### src/rtl/seq_multiplier.sv
// seq_multiplier: multicycle unsigned shift-add multiplier.
// Takes two Nbits operands on START and produces a 2*Nbits product and a
// zero flag after Nbits iterations, using one 2*Nbits-wide adder.
// Optional feature macro: ZERO_SKIP_EN. When it is defined, a zero operand
// completes in one cycle and BUSY stays low.
//
// Handshake: START is a request sampled on each rising clk edge. It is
// accepted only in IDLE or FIN; it is ignored while BUSY is high. BUSY is
// high for the whole RUN phase. DONE is a one-cycle pulse in the cycle where
// RESULT/FLAG_ZERO have just been updated. There is no backpressure: the
// result must be taken while DONE is high, or later from the held RESULT.
module seq_multiplier #(
  parameter int Nbits = 4
) (
  input  logic               clk,
  input  logic               rst,
  input  logic               START,
  input  logic [Nbits-1:0]   A,
  input  logic [Nbits-1:0]   B,
  output logic               BUSY,
  output logic               DONE,
  output logic [2*Nbits-1:0] RESULT,
  output logic               FLAG_ZERO,
  output logic [1:0]         state_dbg
);

  localparam int PW    = 2 * Nbits;
  localparam int CNT_W = $clog2(Nbits) + 1;
  localparam logic [CNT_W-1:0] LAST_CNT = CNT_W'(Nbits - 1);

  typedef enum logic [1:0] {
    IDLE = 2'd0,
    RUN  = 2'd1,
    FIN  = 2'd2
  } state_t;

  state_t           state;
  logic [PW-1:0]    mcand;
  logic [Nbits-1:0] mplr;
  logic [PW-1:0]    acc;
  logic [CNT_W-1:0] cnt;
  logic [PW-1:0]    acc_next;

  assign state_dbg = state;

  // Accumulator value after this cycle's conditional add.
  always_comb begin
    acc_next = acc;
    if (mplr[0]) acc_next = acc + mcand;
  end

  // Control FSM, datapath registers and registered outputs.
  always_ff @(posedge clk or posedge rst) begin
    if (rst) begin
      state     <= IDLE;
      mcand     <= '0;
      mplr      <= '0;
      acc       <= '0;
      cnt       <= '0;
      BUSY      <= 1'b0;
      DONE      <= 1'b0;
      RESULT    <= '0;
      FLAG_ZERO <= 1'b1;
    end else begin
      case (state)
        IDLE, FIN: begin
          if (START) begin
            mcand <= {{Nbits{1'b0}}, A};
            mplr  <= B;
            acc   <= '0;
            cnt   <= '0;
`ifdef ZERO_SKIP_EN
            if (A == '0 || B == '0) begin
              // The product is known to be zero; skip the iterations.
              state     <= FIN;
              BUSY      <= 1'b0;
              DONE      <= 1'b1;
              RESULT    <= '0;
              FLAG_ZERO <= 1'b1;
            end else begin
              state <= RUN;
              BUSY  <= 1'b1;
              DONE  <= 1'b0;
            end
`else
            state <= RUN;
            BUSY  <= 1'b1;
            DONE  <= 1'b0;
`endif
          end else begin
            state <= IDLE;
            BUSY  <= 1'b0;
            DONE  <= 1'b0;
          end
        end

        RUN: begin
          // START is deliberately not looked at here.
          acc   <= acc_next;
          mcand <= mcand << 1;
          mplr  <= mplr >> 1;
          cnt   <= cnt + CNT_W'(1);
          if (cnt == LAST_CNT) begin
            state     <= FIN;
            BUSY      <= 1'b0;
            DONE      <= 1'b1;
            RESULT    <= acc_next;
            FLAG_ZERO <= (acc_next == '0);
          end
        end

        default: begin
          state <= IDLE;
          BUSY  <= 1'b0;
          DONE  <= 1'b0;
        end
      endcase
    end
  end

endmodule

### config.mk
export PLATFORM = sky130hd
export DESIGN_NAME = seq_multiplier
export DESIGN_NICKNAME = d
export VERILOG_FILES = /design/src/rtl/seq_multiplier.sv
export SDC_FILE = /design/constraint.sdc
export NUM_CORES = 1
export LEC_CHECK = 0
export BUFFER_PORTS_ARGS = -buffer_cell sky130_fd_sc_hd__clkbuf_2
export CAP_MARGIN = 5
export CORE_UTILIZATION = 56
export CTS_CLUSTER_SIZE = 8
export DETAILED_ROUTE_END_ITERATION = 7
export PLACE_DENSITY = 0.78
export SYNTH_ARGS = -nofsm -noshare
export SYNTH_HDL_FRONTEND = slang
export SYNTH_SLANG_ARGS = --single-unit
### constraint.sdc
create_clock -name clk -period 2.3 [get_ports clk]
set_input_delay 0.115 -clock clk [delete_from_list [all_inputs] [get_ports clk]]
set_output_delay 0.115 -clock clk [all_outputs]
set_load 0.02 [all_outputs]
# ---- Word-level counts from Yosys, hierarchy flattened
# Cells that the tools add are included.
dict set report word_totals {
  reg_bits 36
  out_inout_bits 13
}
dict set report op_classes {
  addsub 2
  n_eq_ne 5
  mux 17
  reduce_logical 6
}
# operator n
set op_table {}
lappend op_table {{one-hot mux 8 bit (2 select lines)} 2}
lappend op_table {{2-to-1 mux 8 bit} 3}
lappend op_table {{adder 8 bit} 1}
lappend op_table {{logical NOT 8 bit} 1}
lappend op_table {{one-hot mux 4 bit (2 select lines)} 1}
lappend op_table {{one-hot mux 3 bit (2 select lines)} 1}
lappend op_table {{2-to-1 mux 1 bit} 5}
lappend op_table {{2-to-1 mux 4 bit} 1}
lappend op_table {{!= test 2 bit (second input constant)} 2}
lappend op_table {{one-hot mux 2 bit (2 select lines)} 1}
lappend op_table {{AND reduction 2 bit} 2}
lappend op_table {{adder 3 x 1 -> 3 bit (second input constant)} 1}
lappend op_table {{equality test 3 x 2 -> 1 bit (second input constant)} 1}
lappend op_table {{2-to-1 mux 3 bit} 1}
lappend op_table {{equality test 2 x 1 -> 1 bit (second input constant)} 1}
lappend op_table {{equality test 2 bit (second input constant)} 1}
lappend op_table {{logical NOT 2 bit} 1}
lappend op_table {{2-to-1 mux 2 bit} 1}
lappend op_table {{one-hot mux 1 bit (2 select lines)} 1}
lappend op_table {{nonzero test 2 bit} 1}
lappend op_table {{OR reduction 2 bit} 1}

# ---- Longest topological paths before layout
dict set report logic_depth {
  ltp_word 4
  mapped_depth 8
}

# ---- Least setup slack after synthesis
# OpenSTA, ideal clock, no wires.
dict set report synth_path {
  kind {reg-to-reg}
  from {register mcand[0]}
  to {register FLAG_ZERO}
  setup_ns 0.078
  t_arrival_ns 2.035
  required_time_ns 2.222
  setup_slack_ns 0.187
  path_stages_with_launch 9
  path_cell_list {dfrtp_1 > ha_1 > fa_1 > a211oi_1 > o2111a_1 > nor3_2 > and2_1 > and4_1 > a31o_1}
}
dict set report synth_between {
  elab_chain_len 3
}
# item line_no
set synth_lines {}
lappend synth_lines {{start, declared} 38} ;# logic [PW-1:0] mcand;
lappend synth_lines {{start signal, assigned} 68} ;# mcand <= {{Nbits{1'b0}}, A};
lappend synth_lines {{start signal, assigned} 100} ;# mcand <= mcand << 1;
lappend synth_lines {{adder 8 bit} 49} ;# if (mplr[0]) acc_next = acc + mcand;
lappend synth_lines {{2-to-1 mux 8 bit} 49}
lappend synth_lines {{logical NOT 8 bit} 108} ;# FLAG_ZERO <= (acc_next == '0);
lappend synth_lines {{end signal, assigned} 108}
lappend synth_lines {{end, declared} 23} ;# output logic FLAG_ZERO,
# No other way between the ends.
# A chain may end at the register's enable or synchronous reset.

# ---- Worst setup path in the final report
dict set report layout_path {
  from {register mcand[1]}
  to {register FLAG_ZERO}
}
# The elaborated chain is that of the path after synthesis.

==> results.cfg <==
[worst_setup_path]
startpoint_type = register
crit_family = compound AO/OA/AOI/OAI gates
timing.rr.start = mcand[1]
ff2ff_setup_slack_ps = 70
crit_type = register to register
critical_path_arrival_ps = 2520
slowest_delay_ps = 450
endpoint_kind = register
worstPathCellList = ha_1, a211oi_2, nor3_2, a211oi_1, xor2_1, o32a_1, a31o_1
critPathMaxFanout = 4
r2r-end = FLAG_ZERO
slowest_stage = dfrtp_1
crit_buf_inv = 0
crit_start = mcand[1]
rr_worst_depth = 7
crit_required_ps = 2590

[layout]
multi_input_area_um2 = 857.1
area.growth.synth_to_final_pct = 13.73
final_util_pct = 67.11
fin_nets = 227
num_antenna_cells = 0
seqCellArea_um2 = 877.1
fillCellCount = 236
drive_gt1_share_pct = 18.84

[cts]
cts_tree = built
clk_pin_slew_ps = 100
cts_inserted_buffers = 5
worstSkewPairLatency_ps = 350
max-clock-path-buffers = 2
clockRootBuffer = clkbuf_4
cts.sinks = 35
cts_max_level = 2

[power]
p_per_area_mw_per_mm2 = 1650
leakage_nw = 0.9707
peakVddDrop_mv = 0.8412

[floorplan]
core_mm2 = 0.003028
ioPinCount = 24
initial_utilization_pct = 59.01
die_area_mm2 = 0.003421
dieHeight_um = 58.49
num_rows = 20
die_x_um = 58.49

[synthesis]
post_synth_num_cell_types = 37
yosys_warnings = 0
ys_seq_area_share_pct = 49.09
synth_enable_flop_cells = 0
synth-main-ff-cell = dfrtp_1
synth_area_mm2 = 0.001787
ys_ff_latch = 35
syn_area_per_cell_um2 = 10.04
synthCells = 178
async_flop_share_pct = 100.0
syn_nets = 199

[route]
wl_per_cell_um = 15.98
post-route-drc-count = 0
drt-total-wl_um = 4011
postRouteAntennaNets = 0
dr.pass1.iters = 4
routed_via_density = 5.725
drt_iter0_drc = 54
routed-via-count = 1437

[placed_design]
portBuffers = 23
hpwl_um = 2876
gp_congestion = 0.9036

[timing]
rsz0062_at_grt = false
fin_crit_sh_pct = 96.97
slew_viol_final = 0
tns_ps = 0
max_clock_freq_mhz = 448.4
skew_ps = 9.799
period_minus_slack_ps = 2230
finalHoldViolCount = 0
setup_violations = 0
worst_pin_slew_ps = 705.9
slew_headroom_pct = 52.89

[hold_path]
min_from = B[1]
hp-class = primary input to register
hold_depth = 3
min_to = mplr[1]

[grt]
grt_pass1_wl_um = 6499
track_usage_pct = 26.11
grt_max_degree = 19
antenna_found_initial = 0
grt_overflow = 0
grt_pass1_vias = 1457

[flow_run]
cap_violations = 0

[status]
status = finished, final reports clean
metal layers:
metal  part of all wire, %  routed length [um]  GRT usage (%)
met1                    44                1771          31.67
met2                    50                1997          42.36
met3                   4.1                 163          6.813
met4                   1.9                  78          14.97
met5                     0                   0              0
sequential cells by signal, indices dropped and copies added, names as in the netlist:
register	count
RESULT	8
FLAG_ZERO	1
BUSY	1
mplr	4
cnt	3
state_dbg	2
acc	8
mcand	8
kinds of logic (layout without fill, tap and decap cells):
kind of cell / count (synthesis) / after routing / synth area share, %
compound gates: 57 / 57 / 21.43
xor+xnor: 5 / 5 / 2.451
fa+ha+maj: 10 / 10 / 7.423
buf+inv: 14 / 43 / 3.361
flops: 35 / 35 / 49.09
mux: 5 / 5 / 2.801
simple gates: 52 / 52 / 13.45
Yosys cell counts (2+ instances only):
cell type / n / share of area (%)
a211oi_1: 2 / 0.84
a21o_1: 2 / 0.84
a21oi_1: 8 / 2.2
a22o_1: 7 / 3.4
a32o_1: 2 / 1.1
and2_1: 3 / 1.1
buf_2: 3 / 0.84
clkbuf_1: 4 / 0.84
dfrtp_1: 34 / 48
ha_1: 9 / 6.3
inv_1: 5 / 1.1
mux2i_1: 5 / 2.8
nand2_1: 22 / 4.6
nand2b_1: 3 / 1.1
nor2_1: 14 / 2.9
nor2b_1: 3 / 1.1
nor3_1: 3 / 0.84
nor3_2: 2 / 1.1
o211ai_1: 2 / 0.84
o21ai_0: 5 / 1.4
o21ai_1: 12 / 3.4
o21bai_1: 2 / 0.84
o22ai_1: 9 / 3.2
xnor2_1: 4 / 2.0
stage by stage:
step	cell area (um2)	cells	hold slack, ps	setup slack, ps	power, W
global placement	1946	240	222.2	112.7	0.002891
detailed placement	1946	240	241.0	37.39	0.003004
CTS	2024	251	14.44	10.71	0.003332
global route	2032	251	24.91	9.542	0.003599
floorplan	1787	178	254.8	187.2	0.002526
finish	2032	251	26.71	69.71	0.003352
placed cells by master (no fill, tap or decap), types with 2 or more instances in the layout:
| cell type | instances |
|---|---|
| o21ai_0 | 5 |
| a21o_1 | 2 |
| nand2b_1 | 3 |
| nor2_1 | 14 |
| o21bai_1 | 2 |
| nor2b_1 | 3 |
| a21oi_1 | 8 |
| a32o_1 | 2 |
| dfrtp_1 | 34 |
| o22ai_1 | 9 |
| o21ai_1 | 12 |
| inv_1 | 5 |
| clkbuf_4 | 5 |
| o211ai_1 | 2 |
| and2_1 | 3 |
| nor3_2 | 2 |
| clkbuf_2 | 23 |
| clkbuf_1 | 3 |
| mux2i_1 | 5 |
| a211oi_2 | 2 |
| nor3_1 | 3 |
| ha_1 | 9 |
| dlygate4sd3_1 | 3 |
| nand2_1 | 22 |
| xnor2_1 | 4 |
| a22o_1 | 7 |
| buf_4 | 4 |
layout make-up:
class	count	area share [%]
Clock buffer	8	2.401
Timing Repair Buffer	30	8.621
Sequential cell	35	43.16
Multi-Input combinational cell	129	42.18
Inverter	5	0.9236
Tap cell	44	2.709
worst reg2reg max path: stages, from the launching register on:
cell and delay (ps):
dfrtp_1 450, ha_1 350, a211oi_2 290, nor3_2 120
a211oi_1 300, xor2_1 110, o32a_1 340, a31o_1 220
worst max path at each step:
stage               cells after the start  slack, ps         to
floorplan                               8        190  FLAG_ZERO
global placement                        8        110  FLAG_ZERO
detailed placement                      8         40  FLAG_ZERO
CTS                                     8         10  FLAG_ZERO
global route                            7         10  FLAG_ZERO
finish                                  7         70  FLAG_ZERO
where the power goes:
part | internal [W] | switching [W] | leakage [nW]
logic | 0.000775 | 0.00111 | 0.507
registers | 0.000899 | 0.000246 | 0.437
clock network | 0.000122 | 0.000198 | 0.0265
repair_timing:
| item | CTS | global route |
|---|---|---|
| buffers inserted | 0 | 0 |
| hold buffers | 3 | 0 |
| endpoints found under the setup margin | 0 | 1 |
| hold endpoints to repair | 18 | 0 |
| gates resized for setup | 0 | 2 |
Note: power is estimated with default switching activity, not from simulation.
